## config.mk

```make
export PLATFORM = sky130hd
export DESIGN_NAME = shift_sequencer_flat
export DESIGN_NICKNAME = d
export VERILOG_FILES = /design/src/rtl/shift_sequencer_if.sv /design/src/rtl/shift_sequencer.sv /design/src/flat_wrapper.sv
export SDC_FILE = /design/constraint.sdc
export NUM_CORES = 1
export LEC_CHECK = 0
export BUFFER_PORTS_ARGS = -buffer_cell sky130_fd_sc_hd__buf_2
export CAP_MARGIN = 10
export CORE_ASPECT_RATIO = 1.5
export CORE_UTILIZATION = 25
export DETAILED_ROUTE_END_ITERATION = 10
export GPL_TIMING_DRIVEN = 0
export PLACE_DENSITY = 0.45
export SLEW_MARGIN = 40
export SYNTH_ARGS = -nofsm -noshare
export SYNTH_HDL_FRONTEND = slang
export SYNTH_SLANG_ARGS = --single-unit
```

## constraint.sdc

```tcl
create_clock -name clk -period 1.6 [get_ports clk]
set_input_delay 0.08 -clock clk [delete_from_list [all_inputs] [get_ports clk]]
set_output_delay 0.08 -clock clk [all_outputs]
set_load 0.02 [all_outputs]
```

## src/rtl/shift_sequencer_if.sv

```systemverilog
// rtl/shift_sequencer_if.sv - request, shifter and result signals of the shift sequencer
interface shift_sequencer_if #(
  parameter int NBITS = 4,
  parameter int CNTW  = 3
);
  logic             start;
  logic [NBITS-1:0] din;
  logic [2:0]       op;
  logic [CNTW-1:0]  count;
  logic             ready;
  logic             busy;
  logic [NBITS-1:0] sh_a;
  logic [2:0]       sh_op;
  logic [NBITS-1:0] sh_q;
  logic             sh_c;
  logic [NBITS-1:0] dout;
  logic             cout;
  logic             done;
  logic             err;

  modport master (
    output start, din, op, count, sh_q, sh_c,
    input  ready, busy, sh_a, sh_op, dout, cout, done, err
  );

  modport slave (
    input  start, din, op, count, sh_q, sh_c,
    output ready, busy, sh_a, sh_op, dout, cout, done, err
  );
endinterface

```

## src/rtl/shift_sequencer.sv

```systemverilog
// rtl/shift_sequencer.sv - steps an external one-bit shifter COUNT times over a captured operand
module shift_sequencer #(
  parameter int NBITS = 4,
  parameter int CNTW  = 3
) (
  input logic             clk,
  input logic             rst_n,
  shift_sequencer_if.slave bus
);
  typedef enum logic [1:0] {IDLE, SHIFT, FINISH} state_t;

  state_t           state;
  logic [NBITS-1:0] acc;
  logic [2:0]       opreg;
  logic [CNTW-1:0]  rem;
  logic             carry;
  logic [NBITS-1:0] dout_r;
  logic             cout_r;
  logic             done_r;
  logic             err_r;
  logic             ready_r;
  logic             busy_r;
  logic             op_valid;

  assign op_valid = (bus.op[2:1] != 2'b11);

  always_ff @(posedge clk) begin
    if (!rst_n) begin
      state   <= IDLE;
      acc     <= '0;
      opreg   <= '0;
      rem     <= '0;
      carry   <= 1'b0;
      dout_r  <= '0;
      cout_r  <= 1'b0;
      done_r  <= 1'b0;
      err_r   <= 1'b0;
      ready_r <= 1'b1;
      busy_r  <= 1'b0;
    end else begin
      case (state)
        IDLE: begin
          done_r <= 1'b0;
          if (bus.start) begin
            acc     <= bus.din;
            opreg   <= bus.op;
            rem     <= bus.count;
            carry   <= 1'b0;
            ready_r <= 1'b0;
            busy_r  <= 1'b1;
            // Nothing to step: result is the operand itself, no carry.
            if (!op_valid || bus.count == '0) begin
              state  <= FINISH;
              done_r <= 1'b1;
              dout_r <= bus.din;
              cout_r <= 1'b0;
              err_r  <= !op_valid;
            end else begin
              state <= SHIFT;
              err_r <= 1'b0;
            end
          end
        end
        SHIFT: begin
          acc   <= bus.sh_q;
          carry <= bus.sh_c;
          rem   <= rem - 1'b1;
          if (rem == CNTW'(1)) begin
            state  <= FINISH;
            done_r <= 1'b1;
            dout_r <= bus.sh_q;
            cout_r <= bus.sh_c;
          end
        end
        FINISH: begin
          done_r  <= 1'b0;
          ready_r <= 1'b1;
          busy_r  <= 1'b0;
          state   <= IDLE;
        end
        default: state <= IDLE;
      endcase
    end
  end

  assign bus.sh_a  = acc;
  assign bus.sh_op = opreg;
  assign bus.dout  = dout_r;
  assign bus.cout  = cout_r;
  assign bus.done  = done_r;
  assign bus.err   = err_r;
  assign bus.ready = ready_r;
  assign bus.busy  = busy_r;
endmodule

```

## src/flat_wrapper.sv

```systemverilog
// flat-port wrapper written by rule: the top's interface ports become plain ports
module shift_sequencer_flat 
#(
  parameter int NBITS = 4,
  parameter int CNTW  = 3
)
  (clk, rst_n, bus_start, bus_din, bus_op, bus_count, bus_sh_q, bus_sh_c, bus_ready, bus_busy, bus_sh_a, bus_sh_op, bus_dout, bus_cout, bus_done, bus_err);
  shift_sequencer_if #(.NBITS(NBITS), .CNTW(CNTW)) bus_i ();
  input logic clk;
  input logic rst_n;
  input wire logic [$bits(bus_i.start)-1:0] bus_start;
  input wire logic [$bits(bus_i.din)-1:0] bus_din;
  input wire logic [$bits(bus_i.op)-1:0] bus_op;
  input wire logic [$bits(bus_i.count)-1:0] bus_count;
  input wire logic [$bits(bus_i.sh_q)-1:0] bus_sh_q;
  input wire logic [$bits(bus_i.sh_c)-1:0] bus_sh_c;
  output wire logic [$bits(bus_i.ready)-1:0] bus_ready;
  output wire logic [$bits(bus_i.busy)-1:0] bus_busy;
  output wire logic [$bits(bus_i.sh_a)-1:0] bus_sh_a;
  output wire logic [$bits(bus_i.sh_op)-1:0] bus_sh_op;
  output wire logic [$bits(bus_i.dout)-1:0] bus_dout;
  output wire logic [$bits(bus_i.cout)-1:0] bus_cout;
  output wire logic [$bits(bus_i.done)-1:0] bus_done;
  output wire logic [$bits(bus_i.err)-1:0] bus_err;
  assign bus_i.start = bus_start;
  assign bus_i.din = bus_din;
  assign bus_i.op = bus_op;
  assign bus_i.count = bus_count;
  assign bus_i.sh_q = bus_sh_q;
  assign bus_i.sh_c = bus_sh_c;
  assign bus_ready = bus_i.ready;
  assign bus_busy = bus_i.busy;
  assign bus_sh_a = bus_i.sh_a;
  assign bus_sh_op = bus_i.sh_op;
  assign bus_dout = bus_i.dout;
  assign bus_cout = bus_i.cout;
  assign bus_done = bus_i.done;
  assign bus_err = bus_i.err;
  shift_sequencer #(.NBITS(NBITS), .CNTW(CNTW)) u_core (.clk(clk), .rst_n(rst_n), .bus(bus_i));
endmodule
```

==> flow_summary.yaml <==
run_status:
  status: "complete, no violations"
grt:
  grt_max_degree: 12
  overflow: 0
  grt_pass1_wl_um: 4222
  grt_pass1_vias: 897
  top_usage_layer: "met2"
  met2_usage: 0.2265
  use_met1: 0.1605
  antenna_found_initial: 0
  grt_util_met3: 0.01667
  track_usage: 0.1335
die:
  pin_count: 34
  row_count: 28
  fp.dieW_um: 54.94
  die_h_um: 81.41
  core_area_um2: 3994
  dieArea_um2: 4473
  initial_utilization: 0.2632
route:
  wl_per_cell_um: 13.29
  postRouteAntennaNets: 0
  drt_iter0_markers: 12
  via_per_inst: 4.801
  first_pass_iters: 2
  drc_errors: 0
  vias: 965
  drt_wl_total_um: 2672
sta:
  hold_viol: 0
  worst_pin_slew_ns: 0.5044
  finalCritPeriodShare: 0.9584
  max_freq_mhz: 652.1
  slew_headroom: 0.6638
  report.final.slew_viol_count: 0
  setup_ws_ns: 0.06660
  rsz0062_at_grt: "false"
  fin_skew_ns: 0.001935
  setup_viol: 0
  period_minus_slack_ns: 1.533
  whs_ns: 0.06479
yosys:
  ys_ff_latch: 21
  synth_top_area_share: 0.4000
  synth_seq_area_share: 0.4000
  yosysWarnings: 0
  netlist_instances: 117
  synth_cell_types: 32
  synth.cell_area_um2: 1051
  yosysTopAreaCell: "dfxtp_1"
  synthTopCellsByArea: "dfxtp_1 (40%), mux2i_1 (8.6%), ha_1 (6.0%), nand2_1 (5.0%), a21oi_1 (3.8%)"
  syn_area_per_cell_um2: 8.983
  syn-num-nets: 140
setup_path:
  critical-path-top-delay-family: "multiplexers"
  worst-path-max-fanout: 6
  worst-path-stages: 7
  critPathRequiredTime_ns: 1.74
  crit_path_cell_trace: "inv_4 -> ha_4 -> buf_6 -> mux2_4 -> a21boi_2 -> a21boi_4 -> mux2i_1"
  reg2reg_to: "u_core.bus.cout"
  startpoint_type: "register"
  max_stage_delay_ns: 0.36
  timing.rr.start: "u_core.state[1]"
  r2r_slack_ns: 0.07
  crit_buf_inv: 2
  crit_path_start: "u_core.state[1]"
  slowest_stage: "dfxtp_2"
  path_class: "register to register"
  critPathArrivalTime_ns: 1.67
  reg2reg_depth: 7
  crit_end: "u_core.bus.cout"
  crit_path_end_kind: "register"
pwr:
  pwr-share-comb: 0.344
  p_sw_frac: 0.3330
  p_leak_nw: 0.6151
  pwr-share-seq: 0.422
  p_per_area_nw_per_um2: 1076
  p_switching_mw: 0.4962
  peakVddDrop_mv: 0.5405
  p_clk_frac: 0.233
  p_int_mw: 0.9939
placement:
  numPortBuffers: 31
  placed_area_um2: 1262
  gp_congestion: 0.7585
  dpl_worst_slack_ns: -0.05227
  place_hpwl_um: 2033
clock_tree:
  clk-insertion-delay-late_ns: 0.26
  hold_buffers: 0
  cts.sinks: 21
  root_buffer: "clkbuf_8"
  cts_max_level: 1
  numCtsBuffers: 3
  cts.clk_slew.worst_paths_ns: 0.08
  clock_path_buffers: 2
  cts_tree: "built"
worst_hold_path:
  min_path_type: "input pin to register"
finish:
  post-route-util: 0.3468
  nets: 180
  diodes: 0
  final_cell_area_um2: 1385
  drive_gt1_frac: 0.3526
  area_growth_pct: 31.79
job:
  maxCapViolations: 0
-- cell type report --
| type | count | area, µm² |
|---|---|---|
| Buffer | 7 | 48.80 |
| Clock buffer | 4 | 45.04 |
| Fill cell | 436 | 2609 |
| Inverter | 6 | 27.53 |
| Multi-Input combinational cell | 83 | 596.8 |
| Sequential cell | 21 | 425.4 |
| Tap cell | 45 | 56.30 |
| Timing Repair Buffer | 35 | 185.2 |
-- worst register-to-register path: stages (launching register included) --
cell and delay, ns:
dfxtp_2 0.36, inv_4 0.05, ha_4 0.15, buf_6 0.12, mux2_4 0.27, a21boi_2 0.15
a21boi_4 0.17, mux2i_1 0.15
-- stage by stage --
step / power (mW) / cells / TNS [ns]
after CTS: 1.471 / 198 / 0
after global routing: 1.586 / 201 / 0
final: 1.490 / 201 / 0
after detailed placement: 1.104 / 193 / -0.2516
after floorplan: 0.9675 / 117 / 0
after global placement: 1.094 / 193 / -0.1020
-- power by group through the flow --
stage / Sequential, mW / Clock, mW / Combinational [mW]
floorplan: 0.692 / 0 / 0.275
global placement: 0.633 / 0 / 0.461
detailed placement: 0.635 / 0 / 0.469
CTS: 0.626 / 0.359 / 0.486
global route: 0.636 / 0.381 / 0.570
finish: 0.629 / 0.348 / 0.513
-- placed cells by master, fill, tap and decap left out, types with 2 or more instances in the layout --
cell / netlist / layout
buf_2: 4 / 34
dfxtp_1: 21 / 19
nand2_1: 14 / 14
mux2i_1: 9 / 9
nor2_1: 7 / 7
a21oi_1: 8 / 7
buf_4: 0 / 5
nand2b_1: 5 / 5
inv_1: 6 / 4
o21ai_0: 5 / 4
nand3_1: 4 / 4
a211oi_1: 3 / 3
a21boi_0: 3 / 3
ha_1: 5 / 3
clkbuf_8: 0 / 3
inv_4: 0 / 2
buf_6: 2 / 2
clkbuf_1: 1 / 2
o211a_1: 2 / 2
nor2b_1: 3 / 2
ha_4: 0 / 2
-- synth_stat cells --
| cell | n |
|---|---|
| nor3_1 | 1 |
| o21ai_0 | 5 |
| mux2i_1 | 9 |
| a21boi_0 | 3 |
| a311oi_1 | 1 |
| a2bb2oi_1 | 1 |
| dfxtp_1 | 21 |
| o2bb2ai_1 | 1 |
| a211oi_1 | 3 |
| o211a_1 | 2 |
| clkbuf_1 | 1 |
| buf_6 | 2 |
| or3_1 | 1 |
| buf_2 | 4 |
| a21oi_1 | 8 |
| a21boi_4 | 1 |
| a221oi_1 | 1 |
| nand3_1 | 4 |
| nand2b_1 | 5 |
| o211ai_1 | 1 |
| nor2_1 | 7 |
| nand4_1 | 1 |
| o22ai_1 | 1 |
| a22oi_1 | 1 |
| inv_1 | 6 |
| mux2_4 | 1 |
| nor2b_1 | 3 |
| ha_1 | 5 |
| or3b_1 | 1 |
| a31oi_1 | 1 |
| nand2_1 | 14 |
| a21boi_1 | 1 |
-- flip-flops by register name (all words and copies together) (netlist names) --
name / flops
u_core.bus.cout: 1
u_core.bus.dout: 4
u_core.bus.sh_op: 3
u_core.bus.sh_a: 4
u_core.bus.ready: 1
u_core.bus.done: 1
u_core.bus.busy: 1
u_core.state: 2
u_core.rem: 3
u_core.bus.err: 1
-- how the worst min path moves through the flow --
stage | from | endpoint | slack, ns | cells past startpoint
6_report | bus_start | u_core.state[1] | 0.06 | 2
5_1_grt | bus_start | u_core.state[1] | 0.08 | 2
4_1_cts | bus_start | u_core.state[1] | 0.06 | 2
3_5_place_dp | bus_start | u_core.state[1] | 0.34 | 2
3_3_place_gp | bus_start | u_core.state[1] | 0.33 | 2
2_1_floorplan | bus_op[2] | u_core.bus.sh_op[2] | 0.23 | 2
-- layer usage --
layer / vias to the layer above / wire length (µm) / part of all wire
met5: - / 0 / 0
li1: 488 / - / -
met2: 25 / 1412 / 0.53
met1: 448 / 1105 / 0.41
met4: 0 / 49 / 0.018
met3: 4 / 105 / 0.039
-- kinds of logic after synthesis --
group,count (synthesis),synth area share
adder cells (fa/ha/maj),5,0.05952
flip-flops,21,0.4000
AO/OA/AOI/OAI,31,0.2084
AND/OR/NAND/NOR,37,0.1667
buffers and inverters,13,0.06547
multiplexers,10,0.1000
-- what timing repair did --
| item | in CTS | in global routing |
|---|---|---|
| buffers inserted | 1 | 3 |
| endpoints found under the setup margin | 7 | 9 |
| pin swaps | 0 | 2 |
| gates resized for setup | 6 | 10 |
| cloned | 0 | 0 |
| hold endpoints to repair | 0 | 0 |
Note: power is estimated with default switching activity, not from simulation.
